## src/rtl/chacha20_byte_packer_pkg.sv

```systemverilog
// chacha20_byte_packer_pkg: shared widths, default lane order, accumulator state and lane-position helper
package chacha20_byte_packer_pkg;
   localparam int BYTE_W = 8;
   localparam int BYTES_PER_WORD = 4;
   localparam int WORD_W = BYTE_W * BYTES_PER_WORD;
   // 0: first byte of a word in [7:0]; 1: first byte in [31:24]
   localparam bit CHACHA20_ENDIANNESS = 1'b0;
   typedef enum logic {FILLING, FULL} acc_state_t;
   // bit offset of beat byte idx: word idx/4 at 32*word, lane idx%4 mirrored for big-endian
   function automatic logic [15:0] byte_pos(input logic [15:0] idx, input bit be);
      logic [1:0] lane;
      lane = be ? ~idx[1:0] : idx[1:0];
      return {idx[12:2], 5'b0} + {11'b0, lane, 3'b0};
   endfunction
endpackage

```

## src/rtl/chacha20_byte_packer.sv

```systemverilog
// chacha20_byte_packer: packs a valid/ready byte stream into 32*W-bit beats for the ChaCha20 encryptor
//   clk, rst_n            clock, asynchronous active-low reset
//   in_byte/valid/last    input byte stream; in_ready high while the accumulator is filling
//   out_data/keep/last    packed beat, byte-valid mask, final-beat flag; out_valid/out_ready handshake
//   msg_len, msg_done     length of last completed message; pulse when its final beat is accepted
module chacha20_byte_packer
   import chacha20_byte_packer_pkg::*;
#(
   parameter int DATA_WIDTH_WORDS = 1,
   parameter bit ENDIANNESS = CHACHA20_ENDIANNESS
) (
   input  logic                             clk,
   input  logic                             rst_n,
   input  logic [BYTE_W-1:0]                in_byte,
   input  logic                             in_valid,
   input  logic                             in_last,
   output logic                             in_ready,
   output logic [WORD_W*DATA_WIDTH_WORDS-1:0] out_data,
   output logic [4*DATA_WIDTH_WORDS-1:0]    out_keep,
   output logic                             out_valid,
   output logic                             out_last,
   input  logic                             out_ready,
   output logic [31:0]                      msg_len,
   output logic                             msg_done
);
   localparam int NB = BYTES_PER_WORD * DATA_WIDTH_WORDS;
   localparam int DW = WORD_W * DATA_WIDTH_WORDS;
   localparam int IW = $clog2(NB);
   acc_state_t state;
   logic [DW-1:0] acc_data, nxt_data;
   logic [NB-1:0] acc_keep, nxt_keep;
   logic acc_last;
   logic [IW-1:0] idx;
   logic [31:0] count;
   logic take, slot_free, complete;
   // in_ready depends only on the registered state, so out_ready never reaches it combinationally
   assign in_ready = (state == FILLING);
   assign take = in_valid && in_ready;
   assign slot_free = !out_valid || out_ready;
   assign complete = take && (in_last || idx == IW'(NB - 1));
   assign nxt_data = acc_data | (DW'(in_byte) << byte_pos(16'(idx), ENDIANNESS));
   assign nxt_keep = acc_keep | (NB'(1) << idx);
   always_ff @(posedge clk or negedge rst_n) begin
      if (!rst_n) begin
         state <= FILLING;
         acc_data <= '0;
         acc_keep <= '0;
         acc_last <= 1'b0;
         idx <= '0;
         count <= '0;
         out_data <= '0;
         out_keep <= '0;
         out_valid <= 1'b0;
         out_last <= 1'b0;
         msg_len <= '0;
         msg_done <= 1'b0;
      end else begin
         msg_done <= out_valid && out_ready && out_last;
         if (out_valid && out_ready)
            out_valid <= 1'b0;
         if (take) begin
            count <= in_last ? 32'd0 : count + 32'd1;
            if (in_last)
               msg_len <= count + 32'd1;
         end
         if (state == FULL && slot_free) begin
            out_data <= acc_data;
            out_keep <= acc_keep;
            out_last <= acc_last;
            out_valid <= 1'b1;
            acc_data <= '0;
            acc_keep <= '0;
            idx <= '0;
            state <= FILLING;
         end else if (complete && slot_free) begin
            // bypass the accumulator: completed word goes straight to the output register
            out_data <= nxt_data;
            out_keep <= nxt_keep;
            out_last <= in_last;
            out_valid <= 1'b1;
            acc_data <= '0;
            acc_keep <= '0;
            idx <= '0;
         end else if (complete) begin
            acc_data <= nxt_data;
            acc_keep <= nxt_keep;
            acc_last <= in_last;
            state <= FULL;
         end else if (take) begin
            acc_data <= nxt_data;
            acc_keep <= nxt_keep;
            idx <= idx + IW'(1);
         end
      end
   end
endmodule

```

## config.mk

```make
export PLATFORM = sky130hd
export DESIGN_NAME = chacha20_byte_packer
export DESIGN_NICKNAME = d
export VERILOG_FILES = /design/src/rtl/chacha20_byte_packer_pkg.sv /design/src/rtl/chacha20_byte_packer.sv
export SDC_FILE = /design/constraint.sdc
export NUM_CORES = 1
export LEC_CHECK = 0
export ABC_AREA = 1
export BUFFER_PORTS_ARGS = -buffer_cell sky130_fd_sc_hd__buf_2
export CAP_MARGIN = 30
export CORE_UTILIZATION = 35
export DETAILED_ROUTE_END_ITERATION = 12
export PLACE_DENSITY = 0.54
export SYNTH_ARGS = -nofsm -noshare
export SYNTH_HDL_FRONTEND = slang
export SYNTH_SLANG_ARGS = --single-unit
```

## constraint.sdc

```tcl
create_clock -name clk -period 1.3 [get_ports clk]
set_input_delay 0.13 -clock clk [delete_from_list [all_inputs] [get_ports clk]]
set_output_delay 0.13 -clock clk [all_outputs]
set_load 0.005 [all_outputs]
```

==> metrics.cfg, run 1 <==
[setup_path]
class_of_the_most_critical_setup_path=flip-flop to flip-flop
r2r_slack_ps=-250
cp_slowest_cell=sky130_fd_sc_hd__dfrtp_1
crit_cells=9
cp.required_ps=1600
crit_path_end_kind=flip-flop
worst-endpoint-arrival_ps=1860
critPathBufInv=3
crit_path_max_fanout=8
ff2ff_path_depth=9
cp_cell_sequence=ha_2, inv_2, a21oi_4, nand2_4, nand2_8, clkinv_8, clkbuf_16, nand2_2, o21ai_1
regToRegEndpoint=out_data[1]
critical_path.max_stage_delay_ps=360
cp_top_family=flip-flops
crit_path_start_kind=flip-flop
crit_reg_reg_startpoint=idx[0]

[finish]
layout-drive-gt1-share=0.380
flow.area_growth_from_synthesis_pct=47.4
net_total_in_the_final_layout=1060
post-route-util=0.525
diodes=0
n_fill_cell=1804

[global_route]
first_global_vias=6030
grt-ovfl-total=0
largest_net_degree_at_the_start_of_global_routing=53
gr-usage-all-layers=0.196
grt_antenna_before_repair=0
grt_first_pass_wirelength_mm=30.7

[floorplanning]
core_area_um2=19400
initial_core_util=0.356
num_io_pins=85
die_height_um=142
design.die.area_um2=20300
num_rows=51
die_x_um=142

[drt]
detail_route.iter0.violations=418
num_vias=6361
route.antenna.remaining_nets=0
routed_wire_length_mm=20.0
routed_wire_length_per_instance_um=15.2
detailedRoute.firstPassIterationCount=5
viasPerCell=4.82
drc=0

[yosys]
synth_sequential_area_ratio=0.518
syn-num-nets=866
post-synth-top-count-cell=sky130_fd_sc_hd__nand2_1
yosysWarningCount=0
synth.cell_area_um2=6910
synth-async-reset-ratio=1.00
distinct_cell_type_count_of_the_synthesized_netlist=33
number_of_synthesized_flops_with_an_enable_pin=0
synth_ff_type=sky130_fd_sc_hd__dfrtp_1
ys_top_cells_by_count=313 x sky130_fd_sc_hd__nand2_1, 143 x sky130_fd_sc_hd__dfrtp_1, 66 x sky130_fd_sc_hd__o21ai_0, 60 x sky130_fd_sc_hd__inv_1, 48 x sky130_fd_sc_hd__nand3_1
synth_area_leaders=sky130_fd_sc_hd__dfrtp_1 52%, sky130_fd_sc_hd__nand2_1 17%, sky130_fd_sc_hd__o21ai_0 4.8%, sky130_fd_sc_hd__nand3_1 3.5%, sky130_fd_sc_hd__inv_1 3.3%
ys_ff_latch=143
synthCells=848
netlist.top_cell.by_area=sky130_fd_sc_hd__dfrtp_1
avgSynthCellArea_um2=8.15
yosys.area.top_type_share=0.518

[clock_network]
total_number_of_clock_tree_sinks=143
root_buffer=sky130_fd_sc_hd__clkbuf_16
cts_buffers=17
clk_path_buf_depth=2
htree_levels=4
cts.reportedPaths.clkPinSlew_ps=70
tritoncts=done
worstSkewPairLatency_ps=430

[flow_run]
cap_viol_max_count=0

[power_and_ir_drop]
power.ir.vdd_worst_v=0.00137
p_per_area_nw_per_um2=1980
leakagePower_nw=5.10

[timing]
hold-worst-slack_ps=119
hold_viol=0
post_layout_min_period_ps=1550
report.final.setup_viol=123
setup_tns_ps=-19020
timing.final.max_slew_violations=0
worstMarginPinSlew_ps=317
slew-limit-headroom=0.787
finalWorstSetupSlack_ps=-254
max_freq_mhz=643
setup_repair_after_global_routing_missed_its_margin=true
final_setup_skew_ps=9.98
layout_worst_path_cycle_share=1.20

[worst_hold_path]
worst_hold_path_type=primary input to flip-flop
worstHoldEndpoint=acc_data[10]
min_from=in_byte[2]
hold_depth=3

[run_status]
failed_checks=negative setup slack
result_of_the_run=finished with violations

[place]
port_buffers=84
post_detailed_placement_half_perimeter_wirelength_mm=12.5
gp_routability_congestion=0.828

state kept, by name (all words and copies together), names as in the netlist, 2 cells and up:
name and flops:
out_keep 4, out_data 32, msg_len 32, acc_keep 4, count 32, idx 2, acc_data 32
power breakdown:
part           internal, mW  switching [mW]
Combinational          4.07            4.74
Sequential             5.54           0.686
Clock                  2.95            2.17
routing by layer:
metal / GRT usage / routed length [µm] / part of all wire / vias up
met5: 0 / 0 / 0 / -
met4: 0.0656 / 244 / 0.012 / 0
met3: 0.0394 / 869 / 0.043 / 18
met2: 0.314 / 9780 / 0.49 / 135
met1: 0.264 / 9140 / 0.46 / 3088
li1: - / - / - / 3120
per-stage QoR:
step | cell area, µm² | total power, mW | cells | setup slack, ps
detailed placement | 8240 | 12.3 | 1243 | -186
CTS | 9320 | 18.1 | 1296 | -178
global placement | 8240 | 12.3 | 1243 | -205
finish | 10200 | 20.2 | 1320 | -254
floorplan | 6940 | 9.86 | 848 | -58.3
global route | 10200 | 21.3 | 1320 | -332
cells by family after synthesis:
kind of cell / Yosys count / synth area share
AO/OA/AOI/OAI: 136 / 0.104
adder cells (fa/ha/maj): 5 / 0.00906
flip-flops: 143 / 0.518
AND/OR/NAND/NOR: 445 / 0.279
XOR/XNOR: 15 / 0.0201
buffers and inverters: 104 / 0.0694
cell usage in the layout, fill, tap and decap left out, types with 7 or more instances in the layout:
cell type                   netlist  final
sky130_fd_sc_hd__nand2_2          5     53
sky130_fd_sc_hd__a21oi_1         20     19
sky130_fd_sc_hd__a31oi_1          9      9
sky130_fd_sc_hd__buf_12           0     16
sky130_fd_sc_hd__nand3_2          0     14
sky130_fd_sc_hd__nand2_1        313    252
sky130_fd_sc_hd__dfrtp_1        143    143
sky130_fd_sc_hd__nand3_1         48     32
sky130_fd_sc_hd__buf_6            8     21
sky130_fd_sc_hd__o21ai_0         66     28
sky130_fd_sc_hd__xor2_2           1      7
sky130_fd_sc_hd__buf_2           15     81
sky130_fd_sc_hd__buf_4            2     73
sky130_fd_sc_hd__clkbuf_16        0     26
sky130_fd_sc_hd__o21ai_1         28     45
sky130_fd_sc_hd__nor2_2           4      8
sky130_fd_sc_hd__nand4_1         13     13
sky130_fd_sc_hd__buf_8            0      8
sky130_fd_sc_hd__nor2_4          11     17
sky130_fd_sc_hd__inv_6            0      7
sky130_fd_sc_hd__inv_1           60     56
sky130_fd_sc_hd__o21ai_2          0     21
sky130_fd_sc_hd__nor2_1          40     30
sky130_fd_sc_hd__nand2_4          3     15
worst reg2reg max path, stage by stage, from the launching register on:
cell and delay (ps):
sky130_fd_sc_hd__dfrtp_1 360, sky130_fd_sc_hd__ha_2 200, sky130_fd_sc_hd__inv_2 50, sky130_fd_sc_hd__a21oi_4 160
sky130_fd_sc_hd__nand2_4 130, sky130_fd_sc_hd__nand2_8 150, sky130_fd_sc_hd__clkinv_8 100, sky130_fd_sc_hd__clkbuf_16 180
sky130_fd_sc_hd__nand2_2 50, sky130_fd_sc_hd__o21ai_1 50
layout make-up:
type | instances | area (µm²) | share of cell area
multi-input cells | 601 | 3470 | 0.341
repair buffers | 211 | 1900 | 0.187
repair inverters | 1 | 11.3 | 0.00111
clock inverters | 14 | 169 | 0.0166
clock buffers | 18 | 439 | 0.0431
inverters | 67 | 283 | 0.0278
well taps | 265 | 332 | 0.0326
flip-flops and latches | 143 | 3580 | 0.351
worst max path at each step:
stage,from,end,slack (ps)
floorplan,idx[0],out_data[24],-60
global placement,count[13],msg_len[31],-200
detailed placement,idx[0],out_data[9],-190
CTS,count[1],msg_len[30],-180
global route,count[1],count[22],-330
finish,idx[0],out_data[1],-250
what timing repair did:
action / CTS / global route
gates resized for setup: 78 / 160
pin swaps: 25 / 36
hold buffers: 2 / 0
cloned: 3 / 12
buffers inserted: 16 / 17
hold endpoints to repair: 144 / 0
endpoints found under the setup margin: 137 / 142
No activity file was read; power rests on OpenSTA's default activity.
==> inputs of run 2 (changes only) <==
Settings changed: ABC_AREA 1 to 0.
==> run 2 against run 1 <==
  * The flow still finishes with violations (negative setup slack)
  * Clock power is 4.5% lower
  * Via count shrank 9.6%
  * Die area is 7.0% lower
  * Clock skew decreased by 1.4 ps
  * Worst hold slack got worse by 18 ps
  * Sequential cell count unchanged
  * Sequential power increased by 7.4%
  * Combinational power down 28%
  * Global-route usage grew 0.58 points
  * Power fell by 11%
  * Critical endpoint is now idx[0]
  * Largest cell class is now multi-input gates
==> metrics.cfg, run 2 <==
[run_status]
result_of_the_run=finished with violations
failed_checks=negative setup slack

[clock_network]
tritoncts=done
total_number_of_clock_tree_sinks=143
root_buffer=sky130_fd_sc_hd__clkbuf_16
cts.reportedPaths.clkPinSlew_ps=60
worstSkewPairLatency_ps=430
clk_path_buf_depth=2
cts_buffers=17
htree_levels=4

[setup_path]
cp_cell_sequence=ha_4, or2_4, a21oi_4, nor2_4, buf_12, buf_16, nor2_4, mux2_4
cp_top_family=flip-flops
cp.required_ps=1670
crit_path_start_kind=flip-flop
critical_path.max_stage_delay_ps=430
cp_slowest_cell=sky130_fd_sc_hd__dfrtp_2
critPathBufInv=2
worst_path_most_repeated_cell=sky130_fd_sc_hd__nor2_4
crit_path_end_kind=flip-flop
worst-endpoint-arrival_ps=2110
crit_path_max_fanout=8
class_of_the_most_critical_setup_path=flip-flop to flip-flop

[drt]
met2RoutedLength_mm=10.2
viasPerCell=5.17
highest-signal-layer=met4
route.antenna.remaining_nets=0
route.layer.met1.wl_mm=8.18
routed_wire_length_mm=19.4
detailedRoute.firstPassIterationCount=4
detailed_route_wirelength_on_metal3_um=636
routed_wire_length_per_instance_um=17.5
drc=0
num_vias=5753
detail_route.iter0.violations=284

[yosys]
synth-compound-area-share=0.179
synth.cell_area_um2=6420
ys_ff_latch=143
post-synth-top-count-cell=sky130_fd_sc_hd__dfrtp_1
post_synth_and_or_nand_nor_area_fraction=0.164
synthAdderAreaFrac=0.00975
synthXorXnorAreaFrac=0.0409
synthMuxAreaShare=0.00663
distinct_cell_type_count_of_the_synthesized_netlist=37
netlist.top_cell.by_area=sky130_fd_sc_hd__dfrtp_1
yosysWarningCount=0
ys_top_cells_by_count=143 x sky130_fd_sc_hd__dfrtp_1, 117 x sky130_fd_sc_hd__a21oi_1, 93 x sky130_fd_sc_hd__nor2_1, 63 x sky130_fd_sc_hd__nand2_1, 62 x sky130_fd_sc_hd__o21ai_0
largest_family_of_logic_cells_by_synthesized_area=compound AO/OA/AOI/OAI gates
avgSynthCellArea_um2=9.51
synthCells=675
synth_area_leaders=sky130_fd_sc_hd__dfrtp_1 56%, sky130_fd_sc_hd__a21oi_1 9.1%, sky130_fd_sc_hd__nor2_1 5.4%, sky130_fd_sc_hd__o21ai_0 4.8%, sky130_fd_sc_hd__nand2_1 3.7%
yosys.area.top_type_share=0.558
number_of_synthesized_flops_with_an_enable_pin=0
syn-num-nets=693
synth-async-reset-ratio=1.00
synth_ff_type=sky130_fd_sc_hd__dfrtp_1
synth_sequential_area_ratio=0.558

[place]
dp_slack_ps=-417
placed_cells=1034
post_detailed_placement_half_perimeter_wirelength_mm=11.1
placement_cell_area_um2=7910
gp_routability_congestion=0.792
port_buffers=84

[finish]
stdcell_area_um2=10400
layoutNonFillerInstCount=1112
layout.cells.most_common_list=140 x sky130_fd_sc_hd__dfrtp_1, 82 x sky130_fd_sc_hd__buf_2, 82 x sky130_fd_sc_hd__buf_4, 76 x sky130_fd_sc_hd__nor2_4, 62 x sky130_fd_sc_hd__a21oi_1
diodes=0
flip_flop_and_latch_area_um2=3580
final_common_cell=sky130_fd_sc_hd__dfrtp_1
multiInputGateArea_um2=3800
flow.area_growth_from_synthesis_pct=61.4
net_total_in_the_final_layout=888
n_fill_cell=1505
layout-drive-gt1-share=0.530

[global_route]
grt_antenna_before_repair=0
grt_first_pass_wirelength_mm=29.0
first_global_vias=5691
gr-usage-all-layers=0.202
grt-ovfl-total=0
largest_net_degree_at_the_start_of_global_routing=55

[timing]
layout_worst_path_cycle_share=1.34
setup_repair_after_global_routing_missed_its_margin=true
finalWorstSetupSlack_ps=-444
worstMarginPinSlew_ps=419
final_setup_skew_ps=8.57
setup_tns_ps=-42890
slew-limit-headroom=0.721
hold_viol=0
max_freq_mhz=573
hold-worst-slack_ps=101
timing.final.max_slew_violations=0
report.final.setup_viol=141
post_layout_min_period_ps=1740

[power_and_ir_drop]
leakagePower_nw=4.50
p_per_area_nw_per_um2=1730
power.ir.vdd_worst_v=0.00119

[worst_hold_path]
worst_hold_path_type=primary input to flip-flop

[floorplanning]
num_rows=49
design.die.area_um2=18900
core_area_um2=18000
initial_core_util=0.357
num_io_pins=85
die_height_um=137
die_x_um=137

[flow_run]
cap_viol_max_count=0

-- run 2: final timing paths --
check,slack (ps),cells after the start,to,start
max,-440,8,idx[0],idx[0]
min in group asynchronous,150,2,count[12],rst_n
max reg2reg,-440,8,idx[0],idx[0]
min,100,3,out_valid,out_ready
max in group asynchronous,580,3,count[28],rst_n
min reg2reg,480,2,msg_len[10],msg_len[10]
-- run 2: power breakdown --
part | leakage, nW | internal (mW) | switching, mW
Combinational | 2.35 | 3.15 | 3.21
Sequential | 1.86 | 5.63 | 1.05
Clock | 0.286 | 2.76 | 2.12
-- run 2: stage by stage --
stage	utilization	power [mW]
detailed placement	0.440	10.4
global placement	0.440	10.3
finish	0.577	17.9
floorplan	-	8.68
global route	0.577	18.9
CTS	0.522	16.6
-- run 2: worst reg2reg max path, cell delays in order (launching register included) --
cell and delay, ps:
sky130_fd_sc_hd__dfrtp_2 430, sky130_fd_sc_hd__ha_4 160, sky130_fd_sc_hd__or2_4 260, sky130_fd_sc_hd__a21oi_4 200, sky130_fd_sc_hd__nor2_4 90, sky130_fd_sc_hd__buf_12 160, sky130_fd_sc_hd__buf_16 160, sky130_fd_sc_hd__nor2_4 90
sky130_fd_sc_hd__mux2_4 140
-- run 2: layout make-up --
class	count	share of cell area
flip-flops and latches	143	0.346
clock inverters	13	0.0137
multi-input cells	477	0.367
well taps	229	0.0277
clock buffers	19	0.0428
repair buffers	227	0.201
inverters	4	0.00217
-- run 2: cells by family after synthesis --
group	Yosys count
xor+xnor	30
buf+inv	56
fa+ha+maj	5
mux	4
compound gates	216
flops	143
simple gates	221
-- run 2: layer usage --
layer	up-vias	track usage
met2	106	0.348
met4	0	0.0781
li1	2743	-
met1	2875	0.244
met3	29	0.0445
met5	-	0
-- run 2: what timing repair did --
item | CTS | global route
endpoints found under the hold margin | 144 | 0
setup endpoints to repair | 139 | 142
buffers inserted | 17 | 14
pin swaps | 18 | 27
gates cloned | 9 | 13
resized for setup | 157 | 194
hold buffers | 2 | 0
